==> src/rtl/load_store_unit_if.sv <==
// Bus bundle for load_store_unit: execute-side request, data-memory handshake and completion.
// The unit uses the slave modport; the execute stage / memory model side uses master.
interface load_store_unit_if #(
   parameter int XLEN = 32
);
   logic            i_valid;
   logic            o_ready;
   logic [XLEN-1:0] i_addr;
   logic [XLEN-1:0] i_wdata;
   logic            i_isStore;
   logic [2:0]      i_funct3;

   logic            dmem_req;
   logic            dmem_we;
   logic [XLEN-1:0] dmem_addr;
   logic [3:0]      dmem_be;
   logic [XLEN-1:0] dmem_wdata;
   logic            dmem_gnt;
   logic            dmem_rvalid;
   logic [XLEN-1:0] dmem_rdata;

   logic            o_done;
   logic            o_misalign;
   logic [XLEN-1:0] o_rdata;

   modport slave (
      input  i_valid, i_addr, i_wdata, i_isStore, i_funct3,
      input  dmem_gnt, dmem_rvalid, dmem_rdata,
      output o_ready, dmem_req, dmem_we, dmem_addr, dmem_be, dmem_wdata,
      output o_done, o_misalign, o_rdata
   );

   modport master (
      output i_valid, i_addr, i_wdata, i_isStore, i_funct3,
      output dmem_gnt, dmem_rvalid, dmem_rdata,
      input  o_ready, dmem_req, dmem_we, dmem_addr, dmem_be, dmem_wdata,
      input  o_done, o_misalign, o_rdata
   );
endinterface

==> src/rtl/load_store_unit.sv <==
// Memory-stage load/store unit: one data-memory transaction per request over req/gnt/rvalid,
// with byte enables, lane-replicated store data and sign/zero-extended load results.
module load_store_unit #(
   parameter int XLEN = 32
) (
   input  logic             clk,
   input  logic             rst_n,
   load_store_unit_if.slave bus
);

   typedef enum logic [1:0] {IDLE, REQ, WAIT} state_e;

   state_e            state_q, state_d;
   logic [XLEN-1:0]   addr_q;
   logic [2:0]        funct3_q;
   logic              store_q;
   logic [3:0]        be_q;
   logic [XLEN-1:0]   wdata_q;
   logic              done_q, done_d;
   logic              mis_q, mis_d;
   logic [XLEN-1:0]   rdata_q;
   logic              latch_en, rdata_en;

   logic              fault;
   logic [3:0]        be_calc;
   logic [XLEN-1:0]   wdata_rep;
   logic [XLEN-1:0]   rshift;
   logic [XLEN-1:0]   ld_ext;

   // Request decode on the raw execute-stage inputs
   always_comb begin
      fault = 1'b0;
      if (bus.i_funct3 == 3'b011 || bus.i_funct3 == 3'b110 || bus.i_funct3 == 3'b111)
         fault = 1'b1;
      if (bus.i_isStore && bus.i_funct3[2])
         fault = 1'b1;
      if (bus.i_funct3[1:0] == 2'b01 && bus.i_addr[0])
         fault = 1'b1;
      if (bus.i_funct3[1:0] == 2'b10 && bus.i_addr[1:0] != 2'b00)
         fault = 1'b1;

      case (bus.i_funct3[1:0])
         2'b00: begin
            be_calc   = 4'b0001 << bus.i_addr[1:0];
            wdata_rep = {4{bus.i_wdata[7:0]}};
         end
         2'b01: begin
            be_calc   = bus.i_addr[1] ? 4'b1100 : 4'b0011;
            wdata_rep = {2{bus.i_wdata[15:0]}};
         end
         default: begin
            be_calc   = 4'b1111;
            wdata_rep = bus.i_wdata;
         end
      endcase
   end

   // Load extraction uses the latched address/width, not the live inputs
   always_comb begin
      rshift = bus.dmem_rdata >> {addr_q[1:0], 3'b000};
      case (funct3_q)
         3'b000:  ld_ext = {{(XLEN-8){rshift[7]}}, rshift[7:0]};
         3'b100:  ld_ext = {{(XLEN-8){1'b0}}, rshift[7:0]};
         3'b001:  ld_ext = {{(XLEN-16){rshift[15]}}, rshift[15:0]};
         3'b101:  ld_ext = {{(XLEN-16){1'b0}}, rshift[15:0]};
         default: ld_ext = rshift;
      endcase
   end

   always_comb begin
      state_d  = state_q;
      done_d   = 1'b0;
      mis_d    = 1'b0;
      latch_en = 1'b0;
      rdata_en = 1'b0;
      case (state_q)
         IDLE: begin
            if (bus.i_valid) begin
               if (fault) begin
                  done_d = 1'b1;
                  mis_d  = 1'b1;
               end else begin
                  latch_en = 1'b1;
                  state_d  = REQ;
               end
            end
         end
         REQ: begin
            if (bus.dmem_gnt) begin
               if (store_q) begin
                  done_d  = 1'b1;
                  state_d = IDLE;
               end else begin
                  state_d = WAIT;
               end
            end
         end
         WAIT: begin
            if (bus.dmem_rvalid) begin
               rdata_en = 1'b1;
               done_d   = 1'b1;
               state_d  = IDLE;
            end
         end
         default: state_d = IDLE;
      endcase
   end

   always_ff @(posedge clk or negedge rst_n) begin
      if (!rst_n) begin
         state_q  <= IDLE;
         addr_q   <= '0;
         funct3_q <= '0;
         store_q  <= 1'b0;
         be_q     <= '0;
         wdata_q  <= '0;
         done_q   <= 1'b0;
         mis_q    <= 1'b0;
         rdata_q  <= '0;
      end else begin
         state_q <= state_d;
         done_q  <= done_d;
         mis_q   <= mis_d;
         if (latch_en) begin
            addr_q   <= bus.i_addr;
            funct3_q <= bus.i_funct3;
            store_q  <= bus.i_isStore;
            be_q     <= be_calc;
            wdata_q  <= wdata_rep;
         end
         if (rdata_en)
            rdata_q <= ld_ext;
      end
   end

   assign bus.o_ready    = (state_q == IDLE);
   assign bus.dmem_req   = (state_q == REQ);
   assign bus.dmem_we    = (state_q == REQ) && store_q;
   assign bus.dmem_addr  = {addr_q[XLEN-1:2], 2'b00};
   assign bus.dmem_be    = be_q;
   assign bus.dmem_wdata = wdata_q;
   assign bus.o_done     = done_q;
   assign bus.o_misalign = mis_q;
   assign bus.o_rdata    = rdata_q;

endmodule

==> src/flat_wrapper.sv <==
// flat-port wrapper written by rule: the top's interface ports become plain ports
module load_store_unit_flat 
#(
   parameter int XLEN = 32
)
  (clk, rst_n, bus_i_valid, bus_i_addr, bus_i_wdata, bus_i_isStore, bus_i_funct3, bus_dmem_gnt, bus_dmem_rvalid, bus_dmem_rdata, bus_o_ready, bus_dmem_req, bus_dmem_we, bus_dmem_addr, bus_dmem_be, bus_dmem_wdata, bus_o_done, bus_o_misalign, bus_o_rdata);
  load_store_unit_if #(.XLEN(XLEN)) bus_i ();
  input  logic clk;
  input  logic rst_n;
  input wire logic [$bits(bus_i.i_valid)-1:0] bus_i_valid;
  input wire logic [$bits(bus_i.i_addr)-1:0] bus_i_addr;
  input wire logic [$bits(bus_i.i_wdata)-1:0] bus_i_wdata;
  input wire logic [$bits(bus_i.i_isStore)-1:0] bus_i_isStore;
  input wire logic [$bits(bus_i.i_funct3)-1:0] bus_i_funct3;
  input wire logic [$bits(bus_i.dmem_gnt)-1:0] bus_dmem_gnt;
  input wire logic [$bits(bus_i.dmem_rvalid)-1:0] bus_dmem_rvalid;
  input wire logic [$bits(bus_i.dmem_rdata)-1:0] bus_dmem_rdata;
  output wire logic [$bits(bus_i.o_ready)-1:0] bus_o_ready;
  output wire logic [$bits(bus_i.dmem_req)-1:0] bus_dmem_req;
  output wire logic [$bits(bus_i.dmem_we)-1:0] bus_dmem_we;
  output wire logic [$bits(bus_i.dmem_addr)-1:0] bus_dmem_addr;
  output wire logic [$bits(bus_i.dmem_be)-1:0] bus_dmem_be;
  output wire logic [$bits(bus_i.dmem_wdata)-1:0] bus_dmem_wdata;
  output wire logic [$bits(bus_i.o_done)-1:0] bus_o_done;
  output wire logic [$bits(bus_i.o_misalign)-1:0] bus_o_misalign;
  output wire logic [$bits(bus_i.o_rdata)-1:0] bus_o_rdata;
  assign bus_i.i_valid = bus_i_valid;
  assign bus_i.i_addr = bus_i_addr;
  assign bus_i.i_wdata = bus_i_wdata;
  assign bus_i.i_isStore = bus_i_isStore;
  assign bus_i.i_funct3 = bus_i_funct3;
  assign bus_i.dmem_gnt = bus_dmem_gnt;
  assign bus_i.dmem_rvalid = bus_dmem_rvalid;
  assign bus_i.dmem_rdata = bus_dmem_rdata;
  assign bus_o_ready = bus_i.o_ready;
  assign bus_dmem_req = bus_i.dmem_req;
  assign bus_dmem_we = bus_i.dmem_we;
  assign bus_dmem_addr = bus_i.dmem_addr;
  assign bus_dmem_be = bus_i.dmem_be;
  assign bus_dmem_wdata = bus_i.dmem_wdata;
  assign bus_o_done = bus_i.o_done;
  assign bus_o_misalign = bus_i.o_misalign;
  assign bus_o_rdata = bus_i.o_rdata;
  load_store_unit #(.XLEN(XLEN)) u_core (.clk(clk), .rst_n(rst_n), .bus(bus_i));
endmodule
==> config.mk <==
export PLATFORM = sky130hd
export DESIGN_NAME = load_store_unit_flat
export DESIGN_NICKNAME = d
export VERILOG_FILES = /design/src/rtl/load_store_unit_if.sv /design/src/rtl/load_store_unit.sv /design/src/flat_wrapper.sv
export SDC_FILE = /design/constraint.sdc
export NUM_CORES = 1
export LEC_CHECK = 0
export ABC_AREA = 0
export CAP_MARGIN = 20
export CORE_ASPECT_RATIO = 0.5
export CORE_MARGIN = 2
export CORE_UTILIZATION = 65
export DETAILED_ROUTE_END_ITERATION = 8
export DONT_BUFFER_PORTS = 1
export PLACE_DENSITY_LB_ADDON = 0.25
export SLEW_MARGIN = 20
export SYNTH_ARGS = -nofsm -noshare
export SYNTH_HDL_FRONTEND = slang
export SYNTH_SLANG_ARGS = --single-unit
==> constraint.sdc <==
create_clock -name clk -period 2.2 [get_ports clk]
set_input_delay 0.11 -clock clk [delete_from_list [all_inputs] [get_ports clk]]
set_output_delay 0.11 -clock clk [all_outputs]
set_load 0.01 [all_outputs]
Word-level counts from Yosys, hierarchy flattened
Cells that the tools add are included.
{ "word_totals": {"elab_cells": 61, "inputBits": 105, "out_inout_bits": 105, "regBits": 108} }
{ "classes": {"shift": 2, "eq_ne": 14, "reduce_logical": 11, "muxes": 25} }
{ "op_table": {"columns": ["cell", "count"], "rows": [
  ["$pmux 32 s4", 1],
  ["$pmux 32 s2", 1],
  ["$shr 32x5->32", 1],
  ["$mux 1", 14],
  ["$eq 3x3->1 const B", 4],
  ["$mux 2", 5],
  ["$ne 2x2->1 const B", 4],
  ["$pmux 4 s2", 1],
  ["$pmux 2 s3", 1],
  ["$eq 2x1->1 const B", 2],
  ["$eq 2x2->1 const B", 2],
  ["$logic_and 1x1->1", 4],
  ["$logic_not 2->1", 2],
  ["$mux 4", 1],
  ["$reduce_and 4->1", 1],
  ["$shl 1x2->4 const A", 1],
  ["$eq 3x1->1 const B", 1],
  ["$eq 3x2->1 const B", 1],
  ["$logic_not 3->1", 1],
  ["$pmux 1 s3", 1],
  ["$logic_or 1x1->1", 2],
  ["$reduce_bool 2->1", 1]
]} }

Logic depth before layout (Yosys ltp)
{ "depth": {"word_depth": 10, "ltp_mapped": 6, "ltp_nobuf": 4} }

Worst setup path after synthesis
No wires, ideal clock.
{ "synth_timing": {"path_kind": "flip-flop to flip-flop", "start": "register u_core.state_q[1]", "end": "register u_core.addr_q[11]", "path_stages_with_launch": 6, "required_time_ns": 2.075, "t_arrival_ns": 1.457, "path_buffers": 2, "setup_ns": 0.125, "setup_slack_ns": 0.618, "cell_sequence": "dfrtp_1 -> nor2_1 -> o211ai_1 -> buf_4 -> buf_6 -> mux2_4"} }
{ "synth_via": {"elab_chain_len": 2} }
{ "synth_rtl": {"columns": ["item", "line_no", "rtl"], "rows": [
  ["start: declaration", "load_store_unit.sv:13", "state_e state_q, state_d;"],
  ["start signal: assignment", "load_store_unit.sv:121", "state_q <= state_d;"],
  ["$logic_not 2->1", null, null],
  ["via bus_o_ready", "flat_wrapper.sv:18", "output wire logic [$bits(bus_i.o_ready)-1:0] bus_o_ready;"],
  ["$mux 1", "load_store_unit.sv:76", "case (state_q)"],
  ["end signal: assignment", "load_store_unit.sv:125", "addr_q <= bus.i_addr;"],
  ["end: declaration", "load_store_unit.sv:14", "logic [XLEN-1:0] addr_q;"]
]} }
The timed path passes the listed nets, and every way through them passes these cells.
A chain may end at the register's enable or synchronous reset.

Worst setup path in the final report
{ "layout_timing": {"start": "register u_core.state_q[1]", "end": "register u_core.addr_q[5]"} }
Same word-level chain as after synthesis.

==> key figures <==
Clock tree
  – Later-pin clock latency in the skew report: 340 ps
  – CTS hold repair buffers: 75
  – Total setup buffers inserted after CTS: 0
  – Register clock-pin slew on the reported worst setup and hold paths: 80 ps
  – Number of clock sinks: 108
  – H-tree depth: 3
  – Number of buffers added by the clock tree synthesis step: 9
  – Clock tree root driver cell: sky130_fd_sc_hd__clkbuf_16
  – Post-CTS sizing: 0
  – Max clock buf depth: 2
  – Clock tree from TritonCTS: yes

Route
  – Mean routed wirelength per cell: 21.77 microns
  – Drt first pass iters: 4
  – Detailed-route vias per instance: 5.994
  – DRC marker count from the first detailed-route iteration: 294
  – Via count: 3746
  – Residual antenna-violating net count after detailed routing: 0
  – Total Routed Length: 13610 microns
  – DRC violation count after routing: 0

Place
  – IO buf count: 0
  – Placed standard-cell area: 5085 sq um
  – Detailed Place HPWL: 8340 microns
  – Routability congestion estimate from global placement: 0.9083

Pwr
  – Leakage power: 2.834 nW
  – Combinational cell fraction of total power: 24.8%
  – Switching power as a share of total power: 36.21%
  – Part of the power in the clock network: 21.7%
  – Sequential cell fraction of total power: 53.5%
  – Total design power: 0.007039 W
  – Net switching power figure: 0.002549 W
  – Peak VDD IR: 0.5721 mV
  – Power per unit of standard cell area: 1151 nW/um^2
  – Internal cell power: 0.004490 W

STA
  – Worst max-slew margin expressed relative to the limit: 34.82%
  – Setup repair after global routing missed its margin: no
  – Slew @ Worst Pin: 977.8 ps
  – Fin Setup TNS: 0 ps
  – Final setup violating endpoints: 0
  – Max Clock Freq: 479.5 MHz
  – Number of hold violations in the final report: 108
  – Final slew viol count: 0
  – Period utilisation layout: 94.80%
  – Final critical-path required period: 2085 ps
  – Worst clock skew on the final layout: 7.448 ps
  – Final hold slack: -549.0 ps

Final layout
  – Growth of design area from synthesis to finish: 16.03%
  – Final non-filler cell area: 6113 sq um
  – Multi-input combinational cell area: 2175 sq um
  – Antenna diodes: 0
  – Register cell area after layout: 2703 sq um
  – Final nets: 613
  – Share of final-layout standard cells stronger than drive strength 1: 14.62%
  – Number of fill cells in the layout: 496

Status
  – Violated checks: hold timing
  – Run status: finished, violations left

Synth
  – Post-synthesis cell area: 5269 sq um
  – Xor/xnor share of the synthesized area: 0%
  – Adder and majority gate portion of the synthesized area: 0%
  – Async SR Flop Fraction: 100.0%
  – Top cells by area in the synthesized netlist: sky130_fd_sc_hd__dfrtp_1, sky130_fd_sc_hd__mux2_4, sky130_fd_sc_hd__mux2i_1, sky130_fd_sc_hd__buf_4, sky130_fd_sc_hd__mux2_2
  – Most used standard cell by instance count after synthesis: sky130_fd_sc_hd__dfrtp_1
  – Main combinational cell family by area after synthesis: multiplexers
  – Simple-gate share of the synthesized area: 8.335%
  – Syn. warnings: 0
  – Sequential-to-total area share from yosys stat: 51.29%
  – Top cell types by occurrence after synthesis: sky130_fd_sc_hd__dfrtp_1, sky130_fd_sc_hd__nand2_1, sky130_fd_sc_hd__mux2i_1
  – Predominant post-synthesis flop cell: sky130_fd_sc_hd__dfrtp_1
  – Proportion of synthesized area in mux cells: 20.76%
  – Count of flip-flops with a built-in enable after synthesis: 0
  – Syn Inst Count: 473
  – Largest area contributor in the synthesized netlist: sky130_fd_sc_hd__dfrtp_1
  – Area fraction of the dominant cell type after synthesis: 51.29%
  – Register bit count reported by yosys: 108
  – Per-instance average area after synthesis: 11.14 sq um
  – Distinct cells, synth: 36
  – Synthesized-area fraction occupied by ao, oa, aoi and oai cells: 12.04%

Setup path
  – Data required time at the worst endpoint: 2420 ps
  – Start-to-end type of the worst setup path: flip-flop to flip-flop
  – CP Max Fanout: 88
  – Critical Path AT: 2310 ps
  – Crit. End Element: flip-flop
  – Element type at the critical path start: flip-flop

Floorplanning
  – Width of the die: 131.3 microns
  – I/O Pins: 210
  – Core area: 7943 sq um
  – Die footprint: 8886 sq um
  – FP Rows: 23
  – Vertical extent of the die: 67.67 microns
  – Initial core utilization: 66.34%

Job
  – Number of maximum-capacitance violations: 0

GRT
  – Pin count of the biggest net entering global routing: 109
  – Wire length of the first global-routing pass: 20890 microns
  – Initial antenna violation count: 0
  – Overall track demand over capacity in global routing: 30.87%
  – Via count of the first global-routing pass: 3942
  – Aggregate global routing overflow: 0

Min path
  – Tightest Hold Check Type: input pin to asynchronous set/reset pin
routing by layer:
| metal | vias up | wire (microns) | GRT usage (%) |
|---|---|---|---|
| li1 | 1687 | - | - |
| met2 | 178 | 7086 | 56.78 |
| met1 | 1854 | 5116 | 34.60 |
| met4 | 0 | 293 | 13.04 |
| met3 | 27 | 1110 | 9.610 |
| met5 | - | 0 | 0 |
registers in the layout, indices dropped and copies added (netlist names):
register,flops
u_core.bus.dmem_be,4
u_core.addr_q,32
u_core.funct3_q,3
u_core.bus.o_misalign,1
u_core.state_q,2
u_core.bus.dmem_wdata,32
u_core.bus.o_done,1
u_core.store_q,1
u_core.bus.o_rdata,32
placed cells by master (no fill, tap or decap), drive strengths merged, types with 2 or more instances in the layout:
| master | count |
|---|---|
| inv | 6 |
| a21oi | 34 |
| dfrtp | 108 |
| nor2 | 35 |
| nand2 | 57 |
| clkbuf | 11 |
| dlygate4sd3 | 75 |
| nand2b | 3 |
| o21ai | 40 |
| mux2i | 41 |
| o22a | 8 |
| o211ai | 9 |
| buf | 7 |
| nand3b | 2 |
| mux2 | 49 |
| conb | 2 |
| clkinv | 2 |
| a22o | 7 |
through the flow:
stage                     worst slack [ps]  util, %  cells
after floorplan                      617.7        -    474
after global placement               320.6    64.02    534
after detailed placement             224.3    64.02    534
after CTS                            211.3    76.97    625
after global routing                 4.123    76.97    625
final                                114.5    76.97    625
worst max-delay path: stages (launching register included):
cell	delay [ps]
sky130_fd_sc_hd__dfrtp_1	400
sky130_fd_sc_hd__nor2_1	130
sky130_fd_sc_hd__o211ai_1	150
sky130_fd_sc_hd__buf_4	770
sky130_fd_sc_hd__mux2_2	420
logic make-up after synthesis:
kind of cell	after synthesis
and+or+nand+nor	105
other	1
DFF	108
buffers and inverters	63
muxes	91
AOI/OAI and AO/OA	105
worst paths after layout:
check | startpoint | to | slack (ps) | cells past startpoint
hold reg to reg | u_core.bus.o_rdata[1]$_DFFE_PN0P_ | u_core.bus.o_rdata[1]$_DFFE_PN0P_ | 550 | 2
min in group clk | bus_i_wdata[5] | u_core.bus.dmem_wdata[21]$_DFFE_PN0P_ | 10 | 2
setup reg to reg | u_core.state_q[1]$_DFFE_PN0P_ | u_core.addr_q[5]$_DFFE_PN0P_ | 110 | 4
setup / recovery | u_core.state_q[1]$_DFFE_PN0P_ | u_core.addr_q[5]$_DFFE_PN0P_ | 110 | 4
max in group asynchronous | rst_n | u_core.addr_q[17]$_DFFE_PN0P_ | 2580 | 0
hold / removal | rst_n | u_core.bus.dmem_wdata[14]$_DFFE_PN0P_ | -550 | 0
cell type report:
| cell class | instances | share of cell area, % |
|---|---|---|
| multi-input cells | 303 | 35.57 |
| repair buffers | 82 | 13.14 |
| clock inverters | 5 | 0.7368 |
| clock buffers | 11 | 3.807 |
| inverters | 4 | 0.2456 |
| flip-flops and latches | 108 | 44.21 |
| well taps | 112 | 2.292 |
power groups by stage:
stage          registers, W  logic, W  clock network (W)
6_report            0.00377   0.00174            0.00153
5_1_grt             0.00385   0.00192            0.00163
4_1_cts             0.00374   0.00170            0.00154
3_5_place_dp        0.00377   0.00158                  0
3_3_place_gp        0.00374   0.00149                  0
2_1_floorplan       0.00342   0.00179                  0
No activity file was read; power rests on OpenSTA's default activity.
